**config.mk**
```make
export PLATFORM = sky130hd
export DESIGN_NAME = feedback_blinker
export DESIGN_NICKNAME = d
export VERILOG_FILES = /design/src/rtl/feedback_pkg.sv /design/src/rtl/sat_updown_counter.sv /design/src/rtl/feedback_blinker.sv
export SDC_FILE = /design/constraint.sdc
export NUM_CORES = 1
export LEC_CHECK = 0
export ABC_CLOCK_PERIOD_IN_PS = 2000
export BUFFER_PORTS_ARGS = -buffer_cell sky130_fd_sc_hd__buf_2
export CORE_AREA = 5 5 42 44
export CTS_BUF_LIST = sky130_fd_sc_hd__clkbuf_16
export DETAILED_ROUTE_END_ITERATION = 8
export DIE_AREA = 0 0 47 49
export SLEW_MARGIN = 20
export SYNTH_ARGS = -nofsm -noshare
export SYNTH_HDL_FRONTEND = slang
export SYNTH_SLANG_ARGS = --single-unit
```
**constraint.sdc**
```tcl
create_clock -name Clock -period 2 [get_ports Clock]
set_input_delay 0.1 -clock Clock [delete_from_list [all_inputs] [get_ports Clock]]
set_output_delay 0.1 -clock Clock [all_outputs]
set_load 0.05 [all_outputs]
```
**src/rtl/feedback_pkg.sv**
```systemverilog
// Shared types and defaults for the feedback LED blinker.
//   blink_state_t  : blinker FSM states
//   DEF_*          : default timing / queue parameters
//   phase_width()  : width of the per-state phase counter
package feedback_pkg;

    typedef enum logic [1:0] {S_IDLE, S_ON, S_GAP} blink_state_t;

    localparam int unsigned DEF_ON_CYCLES   = 4;
    localparam int unsigned DEF_GAP_CYCLES  = 2;
    localparam int unsigned DEF_MAX_PENDING = 7;
    localparam int unsigned DEF_PEND_W      = 3;

    // The phase counter must reach the longer of the two phases; never narrower than 1 bit.
    function automatic int unsigned phase_width(input int unsigned on_c, input int unsigned gap_c);
        int unsigned longest;
        int unsigned w;
        longest = (on_c > gap_c) ? on_c : gap_c;
        w       = $clog2(longest);
        return (w < 1) ? 1 : w;
    endfunction

endpackage

```
**src/rtl/sat_updown_counter.sv**
```systemverilog
// Saturating up/down counter used as the pending-event queue.
//   Clock, Reset : clock, synchronous active-high reset (count -> 0)
//   inc, dec     : step requests; both together leave count unchanged
//   count        : current value, held within [0, MAX]
//   full         : count == MAX
module sat_updown_counter #(
    parameter int unsigned WIDTH = 3,
    parameter int unsigned MAX   = 7
) (
    input  logic             Clock,
    input  logic             Reset,
    input  logic             inc,
    input  logic             dec,
    output logic [WIDTH-1:0] count,
    output logic             full
);

    localparam logic [WIDTH-1:0] MAX_V = WIDTH'(MAX);

    always_ff @(posedge Clock) begin
        if (Reset) begin
            count <= '0;
        end else if (inc && !dec && (count != MAX_V)) begin
            count <= count + 1'b1;
        end else if (dec && !inc && (count != '0)) begin
            count <= count - 1'b1;
        end
    end

    assign full = (count == MAX_V);

endmodule

```
**src/rtl/feedback_blinker.sv**
```systemverilog
// Turns single-cycle event pulses into visible LED blinks: ON_CYCLES high,
// then GAP_CYCLES low. Events arriving mid-blink are queued and replayed.
//   Clock, Reset : clock, synchronous active-high reset
//   pulse        : one event per high cycle
//   led          : high while a blink is on
//   busy         : high whenever not idle
//   pending      : queued events not yet started
//   overflow     : sticky, an event was dropped because the queue was full
module feedback_blinker
    import feedback_pkg::*;
#(
    parameter int unsigned ON_CYCLES   = DEF_ON_CYCLES,
    parameter int unsigned GAP_CYCLES  = DEF_GAP_CYCLES,
    parameter int unsigned MAX_PENDING = DEF_MAX_PENDING,
    parameter int unsigned PEND_W      = DEF_PEND_W
) (
    input  logic              Clock,
    input  logic              Reset,
    input  logic              pulse,
    output logic              led,
    output logic              busy,
    output logic [PEND_W-1:0] pending,
    output logic              overflow
);

    localparam int unsigned     PH_W     = phase_width(ON_CYCLES, GAP_CYCLES);
    localparam logic [PH_W-1:0] ON_LAST  = PH_W'(ON_CYCLES - 1);
    localparam logic [PH_W-1:0] GAP_LAST = PH_W'(GAP_CYCLES - 1);

    blink_state_t    state, state_nx;
    logic [PH_W-1:0] phase, phase_nx;
    logic            q_inc, q_dec, q_full, drop;

    always_ff @(posedge Clock) begin
        if (Reset) begin
            state    <= S_IDLE;
            phase    <= '0;
            overflow <= 1'b0;
        end else begin
            state <= state_nx;
            phase <= phase_nx;
            if (drop) begin
                overflow <= 1'b1;
            end
        end
    end

    always_comb begin
        state_nx = state;
        phase_nx = phase;
        q_inc    = 1'b0;
        q_dec    = 1'b0;
        drop     = 1'b0;
        unique case (state)
            S_IDLE: begin
                if (pulse) begin
                    state_nx = S_ON;
                    phase_nx = '0;
                end
            end
            S_ON: begin
                if (pulse) begin
                    if (q_full) drop  = 1'b1;
                    else        q_inc = 1'b1;
                end
                if (phase == ON_LAST) begin
                    state_nx = S_GAP;
                    phase_nx = '0;
                end else begin
                    phase_nx = phase + 1'b1;
                end
            end
            S_GAP: begin
                if (phase == GAP_LAST) begin
                    // A same-cycle pulse replaces the queued event it would
                    // otherwise consume, so the queue only shrinks without one.
                    if ((pending != '0) || pulse) begin
                        state_nx = S_ON;
                        phase_nx = '0;
                        q_dec    = (pending != '0) && !pulse;
                    end else begin
                        state_nx = S_IDLE;
                        phase_nx = '0;
                    end
                end else begin
                    if (pulse) begin
                        if (q_full) drop  = 1'b1;
                        else        q_inc = 1'b1;
                    end
                    phase_nx = phase + 1'b1;
                end
            end
            default: begin
                state_nx = S_IDLE;
                phase_nx = '0;
            end
        endcase
    end

    sat_updown_counter #(
        .WIDTH (PEND_W),
        .MAX   (MAX_PENDING)
    ) u_pending (
        .Clock (Clock),
        .Reset (Reset),
        .inc   (q_inc),
        .dec   (q_dec),
        .count (pending),
        .full  (q_full)
    );

    assign led  = (state == S_ON);
    assign busy = (state != S_IDLE);

endmodule

```
# Word level (Yosys, flattened, before mapping)
# Cells that the tools add are included.
# op_classes
n_lt_le_gt_ge,0
shift,0
n_bitwise,0
reduce_logical,14
n_mul,0
n_div,0
muxes,22
add_sub_neg,3
n_eq_ne,9
# ops
op,count
two-way mux 2 bit,6
one-hot mux 2 bit (3 select lines),2
two-way mux 1 bit,10
two-way mux 3 bit,2
logical AND 1 bit,5
equality test 2 x 1 -> 1 bit (second input constant),2
equality test 2 bit (second input constant),2
inequality test 2 bit (second input constant),2
one-hot mux 1 bit (2 select lines),2
nonzero test 2 bit,2
adder 3 x 1 -> 3 bit (second input constant),1
equality test 3 bit (second input constant),1
zero test 1 bit,3
inequality test 3 bit (second input constant),1
AND reduction 3 bit,1
nonzero test 3 bit,1
subtractor 3 x 1 -> 3 bit (second input constant),1
adder 2 x 1 -> 2 bit (second input constant),1
zero test 2 bit,1
inequality test 2 x 1 -> 1 bit (second input constant),1
logical OR 1 bit,1
# word_totals
inputBits,3
latchBits,0
mem_bits_ro,0
ram_bits,0
memories,0
register_bits,8

# Logic depth before layout (Yosys ltp)
# Gate-level depths: netlist (run 1).
# depth
depth_word,10
depth_mapped,8

# By module
# From an unflattened synthesis (run 1), not the netlist that was laid out.
# unflattened
hier_cells,80
area_unflattened_um2,675.6
# modules_own_cells
module,cells_each,instances,seq_area_each_um2,area_per_inst_um2
feedback_blinker,47,1,100.1,410.4
sat_updown_counter,33,1,60.1,265.3

# Worst setup path before layout (run 1)
# OpenSTA, ideal clock, no wires.
# synth_path
kind,flip-flop to flip-flop
start,reg state[1]
end,reg u_pending.count[2]
slack_ns,-0.309
arrival_ns,2.188
t_required_ns,1.879
path_stages_with_launch,8
path_cell_list,dfxtp_1 -> inv_1 -> ha_1 -> o2111a_2 -> inv_1 -> fa_1 -> mux2i_1 -> mux2_2
# synth_via
elab_chain_len,6
elab_cells_between_ends,12
cone_classes,eq/ne: 2; mux: 3; reduce/logical: 7
# synth_lines
element,line_no,rtl
start: declaration,feedback_blinker.sv:30,"blink_state_t state, state_nx;"
start signal: assignment,feedback_blinker.sv:40,state <= state_nx;
equality test 2 x 1 -> 1 bit (*),-,
via led,feedback_blinker.sv:20,"output logic led,"
one-hot mux 1 bit (2 select lines) (*),feedback_blinker.sv:54,unique case (state)
zero test 1 bit,sat_updown_counter.sv:25,end else if (dec && !inc && (count != '0)) begin
logical AND 1 bit (2 in a row),sat_updown_counter.sv:25,
nonzero test 2 bit (no line),-,
end signal: assignment,sat_updown_counter.sv:24,count <= count + 1'b1;
end signal: assignment,sat_updown_counter.sv:26,count <= count - 1'b1;
end: declaration,sat_updown_counter.sv:14,"output logic [WIDTH-1:0] count,"
# Mark *: on every way through the listed nets, which the timed path passes. The rest lies on a longest branch.
# A chain may end at the register's enable or synchronous reset.

# Worst setup path after layout (run 1)
# layout_path
start,reg state[0]
end,reg u_pending.count[2]
# layout_via
elab_chain_len,6
elab_cells_between_ends,12
cone_classes,eq/ne: 2; mux: 3; reduce/logical: 7
# layout_lines
element,line_no
equality test 2 bit or equality test 2 x 1 -> 1 bit (tied branches),feedback_blinker.sv:54
one-hot mux 1 bit (2 select lines) or two-way mux 1 bit (tied branches),feedback_blinker.sv:54
"zero test 1 bit, on equally long branches","sat_updown_counter.sv:25, sat_updown_counter.sv:23"
"logical AND 1 bit, on equally long branches (2 in a row)","sat_updown_counter.sv:25, sat_updown_counter.sv:23"
nonzero test 2 bit (no line) or two-way mux 3 bit (tied branches),-
# Parallel ways exist; a longest one is shown, timed or not.

==> PnR_summary.wiki, run 1 <==
{| class="wikitable"
! Metric !! Value
|-
| Number of enable-type register cells in the synthesized netlist || 0
|-
| Layer with the highest usage after global routing || met2
|-
| Count of standard-cell rows || 14
|-
| Share of the synthesized area in the top cell type || approximately 30%
|-
| First-pass GRT wire length || between 1.5 and 2 mm
|-
| Vias in the first global route || between 400 and 500
|-
| Share of the cycle needed by the critical path after routing || between 90% and 100%
|-
| Upper clock frequency limit || 523 MHz
|-
| GRT Resource Usage Total || between 10% and 20%
|-
| WS Path Type || reg2reg
|-
| Number of hold buffers added after CTS || 0
|-
| Largest net degree at the start of global routing || 10
|-
| Sink Count || 8
|-
| Launching element type of the critical path || flop
|-
| Ordered cell list for the critical path || inv_1 -> ha_2 -> nor2b_4 -> o2111a_2 -> inv_1 -> fa_2 -> mux2i_1 -> mux2_2
|-
| Reg2Reg Setup Slack || roughly 90 ps
|-
| Setup WS pre-CTS || 58.4 ps
|-
| Height of the die || between 40 and 50 microns
|-
| Post-synth ARST share || 0%
|-
| Static Leak || between 0.3 and 0.4 nW
|-
| Power density cells || 825 nW/um^2
|-
| Clock latency on the worst-skew pair || 230 ps
|-
| Antenna viol nets, final || 0
|-
| Slew HR || about three quarters
|-
| Layout Area Growth over Synthesis || 40.6%
|-
| Fraction of met2 tracks used by global routing || between 10% and 20%
|-
| Longest individual stage delay on the worst path || 340 ps
|-
| Placer Congestion || just over 0.7
|-
| Routed vias/inst || about 5.2
|-
| Max cap viols || 0
|-
| Largest buffer count on any clock path || 2
|-
| Total grt overflow || 0
|-
| Overall power after layout || 0.629 mW
|-
| Slowest library cell on the worst path || sky130_fd_sc_hd__mux2_2
|-
| Fillcell total || between 100 and 150
|-
| Worst path buffer plus inverter count || 2
|-
| Input/output buffers || 8
|-
| Post-synth top area cell || sky130_fd_sc_hd__dfxtp_1
|-
| Total nets after synthesis || 73
|-
| Setup TNS after final layout || 0 ps
|-
| DPL Wire Length || 873 microns
|-
| Arrival time at the worst endpoint || 2030 ps
|-
| Number of violations reported at the end of detailed-routing iteration 0 || 10
|-
| Starting density of the core || between 30% and 40%
|-
| Final wirelength || 1.14 mm
|-
| Critical path fanouts, max || 2
|-
| Share of final-layout standard cells stronger than drive strength 1 || about two fifths
|-
| Met1 Usage GRT || around 16%
|-
| Count of inserted antenna diode cells || 0
|-
| Worst setup EP type || flop
|-
| Clock buffers created by TritonCTS || 3
|-
| Core area || between 1000 and 1500 sq um
|-
| Die area || between 2000 and 2500 sq um
|-
| Worst hold slack across all endpoints || approximately 150 ps
|-
| I/O pin cnt || 9
|-
| CP Data Required Time || ~2100 ps
|-
| Clock H-tree levels || 1
|-
| Fin worst setup slack || 89.6 ps
|-
| Post-synthesis instance area || ~540 sq um
|-
| Met3 Track Usage GR || 3.32%
|-
| Synthesized area divided by synthesized cell count || between 8 and 9 sq um
|-
| FF+latch count, synth || 8
|-
| Final setup viols || 0
|-
| Result of the run || finished clean
|-
| Final net count || 94
|-
| Leading cell type in the layout, fill and taps excluded || sky130_fd_sc_hd__buf_4
|-
| Initial antenna violation count || 0
|-
| Vias after detailed routing || 500
|-
| FF/Latch Area || between 150 and 200 sq um
|-
| Number of unique standard cell types used by synthesis || 26
|-
| Most prevalent standard cell on the critical path || sky130_fd_sc_hd__inv_1
|-
| Area taken by multi-input logic gates || 365 sq um
|-
| Clock tree from TritonCTS || yes
|-
| Max IR drop VDD || 435 uV
|-
| Final hold violation count || 0
|-
| Max-slew violation count || 0
|-
| Master cell of the clock root buffer || sky130_fd_sc_hd__clkbuf_16
|-
| Most frequent cells in the layout || sky130_fd_sc_hd__buf_4, sky130_fd_sc_hd__inv_1, sky130_fd_sc_hd__buf_2
|-
| Largest cells by area after synthesis || sky130_fd_sc_hd__dfxtp_1, sky130_fd_sc_hd__ha_1, sky130_fd_sc_hd__nor3_1
|-
| Clock skew || 1.27 ps
|-
| Worst hold path class || in2reg
|-
| Worst-margin pin slew || 349 ps
|-
| Syn. warnings || 0
|-
| WL per Instance || roughly 12 microns
|-
| First drt pass iteration count || 4
|-
| Worst path top cell family by delay || adder cells
|-
| Die extent in x || around 47 microns
|-
| RSZ-0062 raised after global routing || no
|-
| Post-synth top flop || sky130_fd_sc_hd__dfxtp_1
|-
| CTS clock-pin slew for the worst setup and hold paths || 40 ps
|-
| Part of the Yosys area used for sequential elements || approximately 30%
|-
| DRC viols || 0
|-
| Number of standard cells after synthesis || 62
|-
| Clock period minus worst slack || approximately 1900 ps
|}
-- sequential cells by signal, indices dropped and copies added, names as in the netlist --
signal and flops:
state 2, phase 2, overflow 1, u_pending.count 3
-- cell usage after synthesis, drive strengths merged, types with 2 or more instances --
| cell | n |
|---|---|
| o21ai | 3 |
| dfxtp | 8 |
| nor2b | 3 |
| nor2 | 4 |
| nor3 | 6 |
| a211o | 2 |
| a21oi | 4 |
| ha | 7 |
| nand2 | 3 |
| inv | 8 |
-- layout make-up --
class	instances	area share [%]
Clock buffer	3	9.85
Inverter	8	3.94
Multi-Input combinational cell	45	47.9
Sequential cell	8	21.5
Tap cell	16	2.63
Timing Repair Buffer	17	14.1
-- per-layer routing --
metal  part of all wire [%]  vias to the layer above
met5                      0                        -
met4                    2.9                        0
met3                    5.2                        4
met2                     45                       16
met1                     47                      223
li1                       -                      257
-- where the power goes --
part | switching (mW) | internal [mW]
clock network | 0.0760 | 0.258
registers | 0.00544 | 0.167
logic | 0.0766 | 0.0458
total | 0.158 | 0.471
-- metrics by stage --
stage                     instances  util [%]  area [sq um]
after detailed placement         94      48.9           686
after CTS                        97      54.3           761
final                            97      54.4           762
after global placement           94      48.9           686
after global routing             97      54.4           762
after floorplan                  62         -           562
-- path summary, 6_finish.rpt --
| check | start | to | cells past startpoint |
|---|---|---|---|
| setup / recovery | state[0] | u_pending.count[2] | 8 |
| hold / removal | Reset | state[0] | 2 |
| setup reg to reg | state[0] | u_pending.count[2] | 8 |
| hold reg to reg | state[1] | state[1] | 2 |
-- kinds of logic after synthesis --
group | after synthesis | share of synthesized area, %
muxes | 2 | 3.93
and+or+nand+nor | 20 | 20.3
AOI/OAI and AO/OA | 15 | 20.1
DFF | 8 | 29.6
buffers and inverters | 9 | 6.24
adders and majority gates | 8 | 19.9
-- repair_timing --
action	4_1_cts	5_1_grt
setup buffers	0	0
gates resized for setup	0	1
endpoints found under the setup margin	0	1
Power figures use the tool's default switching activity.
==> run 2, diff against run 1 <==
--- a/config.mk
+++ b/config.mk
@@ -11,6 +11,7 @@
 export CTS_BUF_LIST = sky130_fd_sc_hd__clkbuf_16
 export DETAILED_ROUTE_END_ITERATION = 8
 export DIE_AREA = 0 0 47 49
+export RECOVER_POWER = 50
 export SLEW_MARGIN = 20
 export SYNTH_ARGS = -nofsm -noshare
 export SYNTH_HDL_FRONTEND = slang
==> PnR_summary.wiki, run 2 (synthesized netlist as in run 1, its figures left out) <==
{| class="wikitable"
! Metric !! Value
|-
| Result of the run || finished clean (unchanged)
|-
| Setup TNS after final layout || 0 ps (unchanged)
|-
| Vias after detailed routing || 498 (was 500)
|-
| Max IR drop VDD || 437 uV (was 435 uV)
|-
| Placer Congestion || 0.721 (unchanged)
|-
| Number of violations reported at the end of detailed-routing iteration 0 || 10 (unchanged)
|-
| Fin worst setup slack || 88.2 ps (was 89.6 ps)
|-
| Input/output buffers || 8 (unchanged)
|-
| Share of the cycle needed by the critical path after routing || 95.6% (was 95.5%)
|-
| Largest registers || u_pending.count: 3 flops, phase: 2 flops, state: 2 flops (unchanged)
|-
| RSZ-0062 raised after global routing || no (unchanged)
|-
| Number of flip-flops in the largest register || 3 (unchanged)
|-
| I/O pin cnt || 9 (unchanged)
|-
| Largest buffer count on any clock path || 2 (unchanged)
|-
| CP Data Required Time || 2120 ps (about the same)
|-
| Share of final-layout standard cells stronger than drive strength 1 || 29.6% (was 38.3%)
|-
| Most frequent cells in the layout || sky130_fd_sc_hd__buf_4, sky130_fd_sc_hd__inv_1, sky130_fd_sc_hd__nor3_1, sky130_fd_sc_hd__ha_1, sky130_fd_sc_hd__dfxtp_1 (was sky130_fd_sc_hd__buf_4, sky130_fd_sc_hd__inv_1, sky130_fd_sc_hd__buf_2)
|-
| CTS clock-pin slew for the worst setup and hold paths || 40 ps (about the same)
|-
| Worst-margin pin slew || 596 ps (was 349 ps)
|-
| Die area || 2300 sq um (unchanged)
|-
| Overall power after layout || 0.628 mW (was 0.629 mW)
|-
| Starting density of the core || 38.7% (unchanged)
|-
| Core area || 1400 sq um (unchanged)
|-
| Slew HR || 60.4% (was 76.7%)
|-
| WS Path Type || reg2reg (unchanged)
|-
| Max-slew violation count || 0 (unchanged)
|-
| Static Leak || 0.313 nW (was 0.333 nW)
|-
| Clock period minus worst slack || 1910 ps (about the same)
|-
| Launching element type of the critical path || flop (unchanged)
|-
| Register with the highest flop count || u_pending.count (unchanged)
|-
| Final hold violation count || 0 (unchanged)
|-
| Clock latency on the worst-skew pair || 230 ps (about the same)
|-
| DPL Wire Length || 873 microns (unchanged)
|-
| Sink Count || 8 (unchanged)
|-
| Worst setup EP type || flop (unchanged)
|-
| First-pass GRT wire length || 1.99 mm (unchanged)
|-
| DRC viols || 0 (unchanged)
|-
| Ordered cell list for the critical path || inv_1 -> ha_1 -> nor2b_4 -> o2111a_2 -> inv_1 -> fa_2 -> mux2i_1 -> mux2_2 (was inv_1 -> ha_2 -> nor2b_4 -> o2111a_2 -> inv_1 -> fa_2 -> mux2i_1 -> mux2_2)
|-
| Clock buffers created by TritonCTS || 3 (unchanged)
|-
| Arrival time at the worst endpoint || 2030 ps (about the same)
|-
| Final wirelength || 1.15 mm (was 1.14 mm)
|-
| Largest net degree at the start of global routing || 10 (unchanged)
|-
| Longest individual stage delay on the worst path || 340 ps (about the same)
|-
| Upper clock frequency limit || 523 MHz (about the same)
|-
| Slowest library cell on the worst path || sky130_fd_sc_hd__mux2_2 (unchanged)
|-
| GRT Resource Usage Total || 12.2% (unchanged)
|-
| Routed vias/inst || 5.13 (was 5.15)
|-
| Total grt overflow || 0 (unchanged)
|-
| Power density cells || 835 nW/um^2 (was 825 nW/um^2)
|-
| Final setup viols || 0 (unchanged)
|-
| Count of inserted antenna diode cells || 0 (unchanged)
|-
| Worst hold path class || in2reg (unchanged)
|-
| Leading cell type in the layout, fill and taps excluded || sky130_fd_sc_hd__buf_4 (unchanged)
|-
| Die extent in x || 47 microns (unchanged)
|-
| Clock H-tree levels || 1 (unchanged)
|-
| Initial antenna violation count || 0 (unchanged)
|-
| Clock tree from TritonCTS || yes (unchanged)
|-
| Antenna viol nets, final || 0 (unchanged)
|-
| First drt pass iteration count || 4 (unchanged)
|-
| Most prevalent standard cell on the critical path || sky130_fd_sc_hd__inv_1 (unchanged)
|-
| Height of the die || 49 microns (unchanged)
|-
| Critical path fanouts, max || 2 (unchanged)
|-
| Master cell of the clock root buffer || sky130_fd_sc_hd__clkbuf_16 (unchanged)
|-
| Final net count || 94 (unchanged)
|-
| Setup WS pre-CTS || 58.4 ps (unchanged)
|-
| Max cap viols || 0 (unchanged)
|-
| Clock skew || 1.63 ps (was 1.27 ps)
|-
| Layout Area Growth over Synthesis || 38.8% (was 40.6%)
|-
| Vias in the first global route || 483 (unchanged)
|-
| WL per Instance || 11.8 microns (about the same)
|-
| Count of standard-cell rows || 14 (unchanged)
|}
## run 2: worst max-delay path: cells and delay by family, from the launching register on
family                   cells  cell delay (ps)
AO/OA/AOI/OAI                1              190
adder cells (fa/ha/maj)      2              510
buffers and inverters        2              130
flip-flops                   1              300
multiplexers                 2              500
AND/OR/NAND/NOR              1              150
## run 2: layer usage
| metal | wire, microns | part of all wire, % | vias to the layer above | track usage [%] |
|---|---|---|---|---|
| li1 | - | - | 257 | - |
| met1 | 540 | 47 | 221 | 15.9 |
| met2 | 515 | 45 | 16 | 16.1 |
| met3 | 60 | 5.2 | 4 | 3.32 |
| met4 | 33 | 2.9 | 0 | 9.68 |
| met5 | 0 | 0 | - | 0 |
## run 2: power by group
part | leakage [nW] | internal (mW) | switching [mW]
sequential | 0.0658 | 0.167 | 0.00546
combinational | 0.210 | 0.0443 | 0.0767
clock | 0.0370 | 0.258 | 0.0770
## run 2: worst paths after layout
check	from	to	slack, ps	cells after the start
worst min-delay path	Reset	phase[0]	150	2
worst min register to register	state[1]	state[1]	530	2
worst max-delay path	state[0]	u_pending.count[2]	90	8
worst max register to register	state[0]	u_pending.count[2]	90	8
## run 2: area by class of cell
type / instances / area [sq um]
Multi-Input combinational cell: 45 / 363
Tap cell: 16 / 20.0
Sequential cell: 8 / 163
Fill cell: 142 / 649
Clock buffer: 3 / 75.1
Timing Repair Buffer: 17 / 101
Inverter: 8 / 30.0
## run 2: metrics by stage
step,instance area [sq um],hold slack [ps],utilization [%],std cells
2_1_floorplan,562,322,-,62
6_report,752,154,53.7,97
3_5_place_dp,686,397,48.9,94
5_1_grt,752,181,53.7,97
3_3_place_gp,686,398,48.9,94
4_1_cts,761,155,54.3,97
## run 2: timing repair
item                                   4_1_cts  5_1_grt
buffers inserted                             0        0
setup endpoints to repair                    0        1
hold buffers                                 0        0
resized for setup                            0        1
endpoints found under the hold margin        0        0
==> run 3, diff against run 2 <==
--- a/config.mk
+++ b/config.mk
@@ -11,7 +11,7 @@
 export CTS_BUF_LIST = sky130_fd_sc_hd__clkbuf_16
 export DETAILED_ROUTE_END_ITERATION = 8
 export DIE_AREA = 0 0 47 49
-export RECOVER_POWER = 50
+export RECOVER_POWER = 100
 export SLEW_MARGIN = 20
 export SYNTH_ARGS = -nofsm -noshare
 export SYNTH_HDL_FRONTEND = slang
==> PnR_summary.wiki, run 3 (synthesized netlist as in run 1, its figures left out) <==
{| class="wikitable"
! Metric !! Value
|-
| Result of the run || finished clean (unchanged)
|-
| Sink Count || 8 (unchanged)
|-
| Starting density of the core || 38.7% (unchanged)
|-
| Switching power as a share of total power || 25.5% (was 25.4%)
|-
| I/O pin cnt || 9 (unchanged)
|-
| Clock H-tree levels || 1 (unchanged)
|-
| Reg2Reg Setup Slack || 90 ps (about the same)
|-
| Upper clock frequency limit || 524 MHz (was 523 MHz)
|-
| Layout Cell Area excl Fill || 743 sq um (was 752 sq um)
|-
| Number of placed instances, taps included || 94 (unchanged)
|-
| Fin worst setup slack || 92.3 ps (was 88.2 ps)
|-
| Placer Congestion || 0.721 (unchanged)
|-
| Overall power after layout || 0.627 mW (was 0.628 mW)
|-
| Layout Area Growth over Synthesis || 37.2% (was 38.8%)
|-
| Antenna viol nets, final || 0 (unchanged)
|-
| Count of inserted antenna diode cells || 0 (unchanged)
|-
| Worst hold path class || in2reg (unchanged)
|-
| Largest net degree at the start of global routing || 10 (unchanged)
|-
| Post-layout utilization of the core || 53.0% (was 53.7%)
|-
| Register with the highest flop count || u_pending.count (unchanged)
|-
| Clock buffers created by TritonCTS || 3 (unchanged)
|-
| WL per Instance || 11.9 microns (was 11.8 microns)
|-
| WS Path Type || reg2reg (unchanged)
|-
| First-pass GRT wire length || 1.99 mm (unchanged)
|-
| Clock skew || 1.48 ps (was 1.63 ps)
|-
| Core area || 1400 sq um (unchanged)
|-
| Height of the die || 49 microns (unchanged)
|-
| Routed vias/inst || 5.11 (was 5.13)
|-
| Clock period minus worst slack || 1910 ps (about the same)
|-
| Launching element type of the critical path || flop (unchanged)
|-
| Max cap viols || 0 (unchanged)
|-
| Count of non-filler cells in the finished layout || 97 (unchanged)
|-
| Final hold violation count || 0 (unchanged)
|-
| First drt pass iteration count || 4 (unchanged)
|-
| Most frequent cells in the layout || sky130_fd_sc_hd__inv_1, sky130_fd_sc_hd__clkbuf_1, sky130_fd_sc_hd__buf_4 (was sky130_fd_sc_hd__buf_4, sky130_fd_sc_hd__inv_1, sky130_fd_sc_hd__nor3_1, sky130_fd_sc_hd__ha_1, sky130_fd_sc_hd__dfxtp_1)
|-
| Cell internal pwr || 0.467 mW (was 0.469 mW)
|-
| Die area || 2300 sq um (unchanged)
|-
| Share of final-layout standard cells stronger than drive strength 1 || 25.9% (was 29.6%)
|-
| Number of flip-flops in the largest register || 3 (unchanged)
|-
| Arrival time at the worst endpoint || 2020 ps (was 2030 ps)
|-
| Number of violations reported at the end of detailed-routing iteration 0 || 10 (unchanged)
|-
| DP Area || 686 sq um (unchanged)
|-
| Clock group share of total power || 53.5% (was 53.3%)
|-
| Worst setup EP type || flop (unchanged)
|-
| Vias in the first global route || 483 (unchanged)
|-
| Initial antenna violation count || 0 (unchanged)
|-
| Max IR drop VDD || 437 uV (about the same)
|-
| Final net count || 94 (unchanged)
|-
| Final setup viols || 0 (unchanged)
|-
| Static Leak || 0.301 nW (was 0.313 nW)
|-
| Vias after detailed routing || 496 (was 498)
|-
| Worst hold slack across all endpoints || 154 ps (about the same)
|-
| Input/output buffers || 8 (unchanged)
|-
| Clock tree from TritonCTS || yes (unchanged)
|-
| Reg power frac || 27.5% (was 27.4%)
|-
| Die extent in x || 47 microns (unchanged)
|-
| GRT Resource Usage Total || 12.2% (unchanged)
|-
| Switching pwr || 0.160 mW (was 0.159 mW)
|-
| Fraction of power consumed by combinational cells || 19.1% (was 19.3%)
|-
| Setup WS pre-CTS || 58.4 ps (unchanged)
|-
| RSZ-0062 raised after global routing || no (unchanged)
|-
| Master cell of the clock root buffer || sky130_fd_sc_hd__clkbuf_16 (unchanged)
|-
| Worst-margin pin slew || 596 ps (about the same)
|-
| DRC viols || 0 (unchanged)
|-
| Largest buffer count on any clock path || 2 (unchanged)
|-
| Final wirelength || 1.15 mm (about the same)
|-
| CTS clock-pin slew for the worst setup and hold paths || 40 ps (about the same)
|-
| CP Data Required Time || 2120 ps (about the same)
|-
| Total grt overflow || 0 (unchanged)
|-
| Largest registers || u_pending.count: 3 flops, phase: 2 flops, state: 2 flops (unchanged)
|-
| Setup TNS after final layout || 0 ps (unchanged)
|-
| Power density cells || 843 nW/um^2 (was 835 nW/um^2)
|-
| Clock latency on the worst-skew pair || 230 ps (about the same)
|-
| Share of the cycle needed by the critical path after routing || 95.4% (was 95.6%)
|-
| Critical path fanouts, max || 2 (unchanged)
|-
| Max-slew violation count || 0 (unchanged)
|-
| Slew HR || 60.4% (about the same)
|-
| Count of standard-cell rows || 14 (unchanged)
|-
| DPL Wire Length || 873 microns (unchanged)
|}
## run 3: cell types whose count changed in the layout (fill, tap and decap cells not counted)
cell,delta
sky130_fd_sc_hd__clkbuf_1,+3
sky130_fd_sc_hd__buf_4,-2
sky130_fd_sc_hd__buf_2,-1
## run 3: layout make-up
cell class                 instances  area, sq um
timing repair buffer              17         92.6
multi-input combinational         45          363
inverter                           8         30.0
tap                               16         20.0
clock buffer                       3         75.1
sequential                         8          163
fill                             144          658
## run 3: per-layer routing
| layer | global-route usage [%] | up-vias | routed length [microns] |
|---|---|---|---|
| met3 | 3.32 | 4 | 40 |
| met2 | 16.1 | 8 | 518 |
| met4 | 9.68 | 0 | 33 |
| li1 | - | 257 | - |
| met5 | 0 | - | 0 |
| met1 | 15.9 | 227 | 562 |
## run 3: path summary, 6_finish.rpt
check | startpoint | endpoint | depth (start not counted)
min | Reset | phase[0] | 2
min reg2reg | state[1] | state[1] | 2
max reg2reg | state[0] | u_pending.count[2] | 8
max | state[0] | u_pending.count[2] | 8
## run 3: what timing repair did
item	CTS	global route
gates resized for setup	0	1
hold buffers	0	0
setup buffers	0	0
setup endpoints to repair	0	1
## run 3: power by group through the flow
| stage | Combinational (mW) | Clock, mW | Sequential, mW |
|---|---|---|---|
| floorplan | 0.0822 | 0 | 0.184 |
| global placement | 0.120 | 0 | 0.175 |
| detailed placement | 0.122 | 0 | 0.175 |
| CTS | 0.123 | 0.339 | 0.173 |
| global route | 0.131 | 0.349 | 0.173 |
| finish | 0.119 | 0.335 | 0.172 |
## run 3: worst max-delay path, stage by stage, from the launching register on
cell                       delay [ps]
sky130_fd_sc_hd__dfxtp_1          300
sky130_fd_sc_hd__inv_1             80
sky130_fd_sc_hd__ha_1             180
sky130_fd_sc_hd__nor2b_4          150
sky130_fd_sc_hd__o2111a_2         190
sky130_fd_sc_hd__inv_1             50
sky130_fd_sc_hd__fa_2             330
sky130_fd_sc_hd__mux2i_1          160
sky130_fd_sc_hd__mux2_2           340
